<file path="config.mk">
export PLATFORM = sky130hd
export DESIGN_NAME = mem_stage_flat
export DESIGN_NICKNAME = d
export VERILOG_FILES = /design/src/rtl/cpu_pkg.sv /design/src/rtl/mem_stage_if.sv /design/src/rtl/mem_ctrl_fsm.sv /design/src/rtl/mem_stage.sv /design/src/flat_wrapper.sv
export SDC_FILE = /design/constraint.sdc
export NUM_CORES = 1
export LEC_CHECK = 0
export ABC_AREA = 1
export CORE_MARGIN = 3
export CORE_UTILIZATION = 24
export DETAILED_ROUTE_END_ITERATION = 10
export PLACE_DENSITY_LB_ADDON = 0.15
export RECOVER_POWER = 100
export SYNTH_ARGS = -nofsm -noshare
export SYNTH_HDL_FRONTEND = slang
export SYNTH_SLANG_ARGS = --single-unit
</file>
<file path="constraint.sdc">
create_clock -name clk -period 1.03 [get_ports clk]
set_clock_uncertainty 0.1 [all_clocks]
set_input_delay 0.206 -clock clk [delete_from_list [all_inputs] [get_ports clk]]
set_output_delay 0.206 -clock clk [all_outputs]
set_load 0.01 [all_outputs]
</file>
<file path="src/rtl/cpu_pkg.sv">
// Shared types and constants for the MEM pipeline stage.
// Holds the memory-access FSM state encoding and datapath widths.
package cpu_pkg;

    localparam int DATA_W          = 16;
    localparam int REG_W           = 4;
    localparam int CNT_W           = 4;
    localparam int TIMEOUT_DEFAULT = 15;

    localparam logic [DATA_W-1:0] ERR_DATA = 16'hDEAD;

    typedef enum logic [1:0] {
        IDLE = 2'd0,
        WAIT = 2'd1,
        DONE = 2'd2
    } mem_state_t;

endpackage

</file>
<file path="src/rtl/mem_stage_if.sv">
// Data-memory request/acknowledge bus between the MEM stage and memory.
// The stage drives the request side; memory answers with rdata/ack.
interface mem_stage_if;
    import cpu_pkg::*;

    logic              mem_req;
    logic              mem_we;
    logic [DATA_W-1:0] mem_addr;
    logic [DATA_W-1:0] mem_wdata;
    logic [DATA_W-1:0] mem_rdata;
    logic              mem_ack;

    modport master (
        output mem_req,
        output mem_we,
        output mem_addr,
        output mem_wdata,
        input  mem_rdata,
        input  mem_ack
    );

    modport slave (
        input  mem_req,
        input  mem_we,
        input  mem_addr,
        input  mem_wdata,
        output mem_rdata,
        output mem_ack
    );

endinterface

</file>
<file path="src/rtl/mem_ctrl_fsm.sv">
// IDLE/WAIT/DONE sequencer for one data-memory access.
// Optional MEM_TIMEOUT_EN adds a WAIT-cycle counter and sticky error.
module mem_ctrl_fsm
    import cpu_pkg::*;
#(
    parameter int TIMEOUT_CYCLES = TIMEOUT_DEFAULT
) (
    input  logic clk,
    input  logic rst,
    input  logic i_access,
    input  logic i_ack,
    output logic o_idle,
    output logic o_wait,
    output logic o_done,
    output logic o_capture,
    output logic o_timeout,
    output logic o_err
);

    mem_state_t r_state;
    mem_state_t w_next;
    logic       w_expire;

`ifdef MEM_TIMEOUT_EN
    logic [CNT_W-1:0] r_cnt;
    logic             r_err;

    // WAIT-cycle counter, restarted whenever a new access enters WAIT
    always_ff @(posedge clk or posedge rst) begin
        if (rst) begin
            r_cnt <= '0;
        end else if (r_state == IDLE && i_access) begin
            r_cnt <= '0;
        end else if (r_state == WAIT) begin
            r_cnt <= r_cnt + 1'b1;
        end
    end

    // Sticky error flag, only cleared by reset
    always_ff @(posedge clk or posedge rst) begin
        if (rst) begin
            r_err <= 1'b0;
        end else if (o_timeout) begin
            r_err <= 1'b1;
        end
    end

    assign w_expire = (r_cnt == CNT_W'(TIMEOUT_CYCLES - 1));
    assign o_err    = r_err;
`else
    logic w_unused_tc;

    assign w_unused_tc = (TIMEOUT_CYCLES != 0);
    assign w_expire    = 1'b0;
    assign o_err       = 1'b0;
`endif

    // State register
    always_ff @(posedge clk or posedge rst) begin
        if (rst) begin
            r_state <= IDLE;
        end else begin
            r_state <= w_next;
        end
    end

    // Next-state: ack only matters in WAIT, DONE lasts one cycle
    always_comb begin
        w_next = r_state;
        unique case (r_state)
            IDLE:    if (i_access) w_next = WAIT;
            WAIT:    if (i_ack || w_expire) w_next = DONE;
            DONE:    w_next = IDLE;
            default: w_next = IDLE;
        endcase
    end

    // State decodes and completion strobes for the datapath
    always_comb begin
        o_idle    = (r_state == IDLE);
        o_wait    = (r_state == WAIT);
        o_done    = (r_state == DONE);
        o_capture = o_wait & i_ack;
        o_timeout = o_wait & ~i_ack & w_expire;
    end

endmodule

</file>
<file path="src/rtl/mem_stage.sv">
// MEM pipeline stage: issues data-memory accesses, stalls the front end
// until completion, and forwards results to MEM/WB. Option: MEM_TIMEOUT_EN.
module mem_stage
    import cpu_pkg::*;
#(
    parameter int TIMEOUT_CYCLES = TIMEOUT_DEFAULT
) (
    input  logic              clk,
    input  logic              rst,
    input  logic              regwrite,
    input  logic              memtoreg,
    input  logic              branch,
    input  logic              memwrite,
    input  logic              memread,
    input  logic [DATA_W-1:0] addresult,
    input  logic [DATA_W-1:0] aluresult,
    input  logic [DATA_W-1:0] regread2,
    input  logic              zeroflag,
    input  logic [REG_W-1:0]  muxout,
    mem_stage_if.master       mem,
    output logic              stall,
    output logic              pcsrc,
    output logic [DATA_W-1:0] branch_target,
    output logic              wb_wen,
    output logic              wb_regwrite,
    output logic              wb_memtoreg,
    output logic [DATA_W-1:0] wb_readdata,
    output logic [DATA_W-1:0] wb_aluresult,
    output logic [REG_W-1:0]  wb_dest,
    output logic              mem_err
);

    logic              w_access;
    logic              w_load;
    logic              w_idle;
    logic              w_wait;
    logic              w_done;
    logic              w_capture;
    logic              w_timeout;
    logic              w_err;
    logic [DATA_W-1:0] r_rdata;

    // A simultaneous read+write is treated as a plain write
    assign w_access = memread | memwrite;
    assign w_load   = memread & ~memwrite;

    mem_ctrl_fsm #(
        .TIMEOUT_CYCLES (TIMEOUT_CYCLES)
    ) u_ctrl (
        .clk       (clk),
        .rst       (rst),
        .i_access  (w_access),
        .i_ack     (mem.mem_ack),
        .o_idle    (w_idle),
        .o_wait    (w_wait),
        .o_done    (w_done),
        .o_capture (w_capture),
        .o_timeout (w_timeout),
        .o_err     (w_err)
    );

    // Load data register; timed-out accesses return the error pattern
    always_ff @(posedge clk or posedge rst) begin
        if (rst) begin
            r_rdata <= '0;
        end else if (w_capture && w_load) begin
            r_rdata <= mem.mem_rdata;
        end else if (w_timeout) begin
            r_rdata <= ERR_DATA;
        end
    end

    // Request, stall and branch gating; reset masks everything at once
    always_comb begin
        mem.mem_req   = ((w_idle & w_access) | w_wait) & ~rst;
        mem.mem_we    = mem.mem_req & memwrite;
        mem.mem_addr  = aluresult;
        mem.mem_wdata = regread2;
        stall         = w_access & ~w_done & ~rst;
        wb_wen        = ~stall;
        pcsrc         = branch & zeroflag & ~stall & ~rst;
        branch_target = addresult;
    end

    // Straight-through forwarding to MEM/WB
    always_comb begin
        wb_regwrite  = regwrite;
        wb_memtoreg  = memtoreg;
        wb_aluresult = aluresult;
        wb_dest      = muxout;
        wb_readdata  = r_rdata;
        mem_err      = w_err;
    end

endmodule

</file>
<file path="src/flat_wrapper.sv">
// flat-port wrapper written by rule: the top's interface ports become plain ports
module mem_stage_flat import cpu_pkg::*;
#(
    parameter int TIMEOUT_CYCLES = TIMEOUT_DEFAULT
)
  (clk, rst, regwrite, memtoreg, branch, memwrite, memread, addresult, aluresult, regread2, zeroflag, muxout, stall, pcsrc, branch_target, wb_wen, wb_regwrite, wb_memtoreg, wb_readdata, wb_aluresult, wb_dest, mem_err, mem_mem_req, mem_mem_we, mem_mem_addr, mem_mem_wdata, mem_mem_rdata, mem_mem_ack);
  mem_stage_if mem_i ();
  input  logic clk;
  input  logic rst;
  input  logic regwrite;
  input  logic memtoreg;
  input  logic branch;
  input  logic memwrite;
  input  logic memread;
  input  logic [DATA_W-1:0] addresult;
  input  logic [DATA_W-1:0] aluresult;
  input  logic [DATA_W-1:0] regread2;
  input  logic zeroflag;
  input  logic [REG_W-1:0] muxout;
  output logic stall;
  output logic pcsrc;
  output logic [DATA_W-1:0] branch_target;
  output logic wb_wen;
  output logic wb_regwrite;
  output logic wb_memtoreg;
  output logic [DATA_W-1:0] wb_readdata;
  output logic [DATA_W-1:0] wb_aluresult;
  output logic [REG_W-1:0] wb_dest;
  output logic mem_err;
  output wire logic [$bits(mem_i.mem_req)-1:0] mem_mem_req;
  output wire logic [$bits(mem_i.mem_we)-1:0] mem_mem_we;
  output wire logic [$bits(mem_i.mem_addr)-1:0] mem_mem_addr;
  output wire logic [$bits(mem_i.mem_wdata)-1:0] mem_mem_wdata;
  input wire logic [$bits(mem_i.mem_rdata)-1:0] mem_mem_rdata;
  input wire logic [$bits(mem_i.mem_ack)-1:0] mem_mem_ack;
  assign mem_mem_req = mem_i.mem_req;
  assign mem_mem_we = mem_i.mem_we;
  assign mem_mem_addr = mem_i.mem_addr;
  assign mem_mem_wdata = mem_i.mem_wdata;
  assign mem_i.mem_rdata = mem_mem_rdata;
  assign mem_i.mem_ack = mem_mem_ack;
  mem_stage #(.TIMEOUT_CYCLES(TIMEOUT_CYCLES)) u_core (.clk(clk), .rst(rst), .regwrite(regwrite), .memtoreg(memtoreg), .branch(branch), .memwrite(memwrite), .memread(memread), .addresult(addresult), .aluresult(aluresult), .regread2(regread2), .zeroflag(zeroflag), .muxout(muxout), .mem(mem_i), .stall(stall), .pcsrc(pcsrc), .branch_target(branch_target), .wb_wen(wb_wen), .wb_regwrite(wb_regwrite), .wb_memtoreg(wb_memtoreg), .wb_readdata(wb_readdata), .wb_aluresult(wb_aluresult), .wb_dest(wb_dest), .mem_err(mem_err));
endmodule
</file>
==> metrics.md <==
| Metric | Value |
|---|---|
| Post-synth top area share | 39.4% |
| Most common cell after layout, fill and taps aside | nand2_1 |
| Slew Viols, Final | 0 |
| Avg WL per Cell | between 10 and 15 µm |
| CP startpoint | u_core.u_ctrl.r_state[0]$_DFFE_PP0P_ |
| Largest family of logic cells by synthesized area | buffers and inverters |
| Adder-Cell Fraction of Synth Area | 0% |
| Syn Nets | 242 |
| GP Congestion | 0.755 |
| Data required, critical path | 0.72 ns |
| Area Overhead vs Synth | 14.6% |
| Row count | 26 |
| Buffers from clock root to sink, at most | 2 |
| RSZ-0062 raised after global routing | true |
| Routing usage on met2 | 15.4% |
| 1st-iter DRT viols | 22 |
| CTS H-tree depth | 1 |
| Seq/Total Area, Yosys | 33.3% |
| R2r startpoint | u_core.u_ctrl.r_state[0]$_DFFE_PP0P_ |
| Critical path type | reg2out |
| Simple-gate share of the synthesized area | 15.6% |
| VDD IR max | about 0.66 mV |
| Pin count of the biggest net entering global routing | 19 |
| Critical Path Sink | mem_mem_we |
| Status | complete, but fails checks |
| Post-synthesis compound-gate area fraction | 6.30% |
| First-pass GRT wire length | 4840 µm |
| Nets@finish | 239 |
| Setup violators final | 38 |
| Die X | 81.0 µm |
| M1 GR Usage | 10.2% |
| DRC | 0 |
| Grt met3 use | 3.66% |
| Worst skew pair latency | 0.25 ns |
| XOR/XNOR share of the synthesized area | 0% |
| Worst Hold Class | in2async |
| Reg2Reg Setup Slack | -0.36 ns |
| CTS tree | done |
| IO Port Bufs | 43 |
| Top post-synthesis cells by area | buf_4 (39%), dfrtp_1 (33%), nand2_1 (11%) |
| Final-report hold violation count | 0 |
| Core area | 0.00527 mm² |
| DIE HEIGHT | 81.0 µm |
| Final instance area | 0.00155 mm² |
| Initial antenna violation count | 0 |
| Final period util | 141% |
| CP startpoint kind | flip-flop |
| Total congestion overflow | 0 |
| Post-Syn Area | 0.00135 mm² |
| Most Crowded Layer GR | met2 |
| Post-synthesis mux area share | 0% |
| Critical Path Fanout Max | 3 |
| Fin worst setup slack | -0.418 ns |
| Detailed placement HPWL | 2330 µm |
| Fmax | 690 MHz |
| Worst EP arrival | approximately 1.1 ns |
| FF-to-FF End | u_core.wb_readdata[2]$_DFFE_PP0P_ |
| DIE AREA | 0.00657 mm² |
| Placed instance area | 0.00141 mm² |
| Register-to-Register Path Depth | 6 |
| Cell variety after synth | 15 |
| Syn Inst Count | roughly 170 |
| Total number of vias | 942 |
| Vias per inst | 4.08 |
| Max-cap viol count | 0 |
| Flops & latches, synth | 18 |
| Final WL | between 3000 and 4000 µm |
| Clock-pin slew of the registers on the worst-case setup and hold paths | 0.07 ns |
| Proportion of layout cells with a drive suffix above 1 | 44.7% |
| CP Capture Type | primary output |
| Pre-antenna DRT Iters | 4 |
| Failing checks | negative setup slack |
| Root Buffer | clkbuf_8 |
| Total power | 0.00374 W |
| Ports | between 150 and 200 |
| Cell taking the most area after synthesis | buf_4 |
| Mean area per synthesized cell | 8.19 µm² |
| Pwr Density | 2410 mW/mm² |
| Vias in the first global route | 979 |
| Setup slack at placement | -0.889 ns |
| Most frequent cells in the layout | nand2_1 (34), clkdlybuf4s50_1 (19), dfrtp_1 (18) |
| Num CTS Buffers | 3 |
| Diodes inserted | 0 |
| Leak pwr | around 0.78 nW |
| Residual antenna-violating net count after detailed routing | 0 |
| Starting density of the core | 25.6% |
| Crit path time final | 1.45 ns |
| CTS sink cnt | 18 |
| Total global-route track usage | 9.46% |
| Aggregate negative setup slack | -8.19 ns |
| Synth warn | 0 |
state kept, by name, summed over array words and instances (netlist names):
name,count
u_core.u_ctrl.r_state,2
u_core.wb_readdata,16
where the power goes:
part / switching [W] / internal (W) / leakage [nW]
Clock: 0.000238 / 0.000340 / 0.0288
Sequential: 0.000221 / 0.00104 / 0.225
Combinational: 0.000881 / 0.00102 / 0.530
Total: 0.00134 / 0.00240 / 0.784
synth_stat cells (all sizes together):
| cell type | number |
|---|---|
| nand4 | 1 |
| o21ai | 17 |
| dfrtp | 18 |
| buf | 73 |
| nand3 | 1 |
| conb | 1 |
| clkbuf | 1 |
| nand2 | 40 |
| nor2 | 4 |
| inv | 9 |
cell families (layout without fill, tap and decap cells):
group	after synthesis	count (layout)
flip-flops	18	18
other	1	1
buffers and inverters	83	78
AO/OA/AOI/OAI	17	17
AND/OR/NAND/NOR	46	47
per-layer routing:
metal / routed length [µm] / part of all wire, % / up-vias
met5: 0 / 0 / -
met4: 136 / 4.2 / 0
met3: 405 / 13 / 36
met2: 1500 / 47 / 53
met1: 1180 / 37 / 427
li1: - / - / 426
through the flow:
stage | instances | util [%] | hold WS (ns)
final | 231 | 29.4 | 0.103
after CTS | 222 | 27.6 | 0.113
after global routing | 231 | 29.4 | 0.145
after detailed placement | 216 | 26.7 | 0.312
after global placement | 216 | 26.7 | 0.312
after floorplan | 165 | - | -0.0455
worst max-delay path, cell delays in order (launching register included):
cell	delay [ns]
dfrtp_1	0.41
nor2_1	0.11
nand2_1	0.07
nand2_1	0.07
nand2_2	0.06
nor2_2	0.06
buf_2	0.13
how the worst min path moves through the flow:
stage                       start                                    to  slack [ns]  cells after the start
floorplan                     rst  u_core.u_ctrl.r_state[0]$_DFFE_PP0P_       -0.05                      1
global placement    addresult[15]                     branch_target[15]        0.31                      0
detailed placement  addresult[15]                     branch_target[15]        0.31                      0
CTS                           rst     u_core.wb_readdata[1]$_DFFE_PP0P_        0.11                      3
global route                  rst  u_core.u_ctrl.r_state[1]$_DFFE_PP0P_        0.14                      3
finish                        rst  u_core.u_ctrl.r_state[1]$_DFFE_PP0P_        0.10                      3
timing repair:
item,4_1_cts,5_1_grt
endpoints found under the setup margin,38,38
gates cloned,2,0
buffers inserted,0,9
pin swaps,16,17
resized for setup,117,5
hold buffers,0,0
final cells by class:
cell class	instances	area (µm²)
tap	70	87.6
clock buffer	4	55.1
timing repair buffer	65	554
fill	577	3720
inverter	9	37.5
multi-input combinational	65	364
sequential	18	450
(Power assumes the default switching activity.)
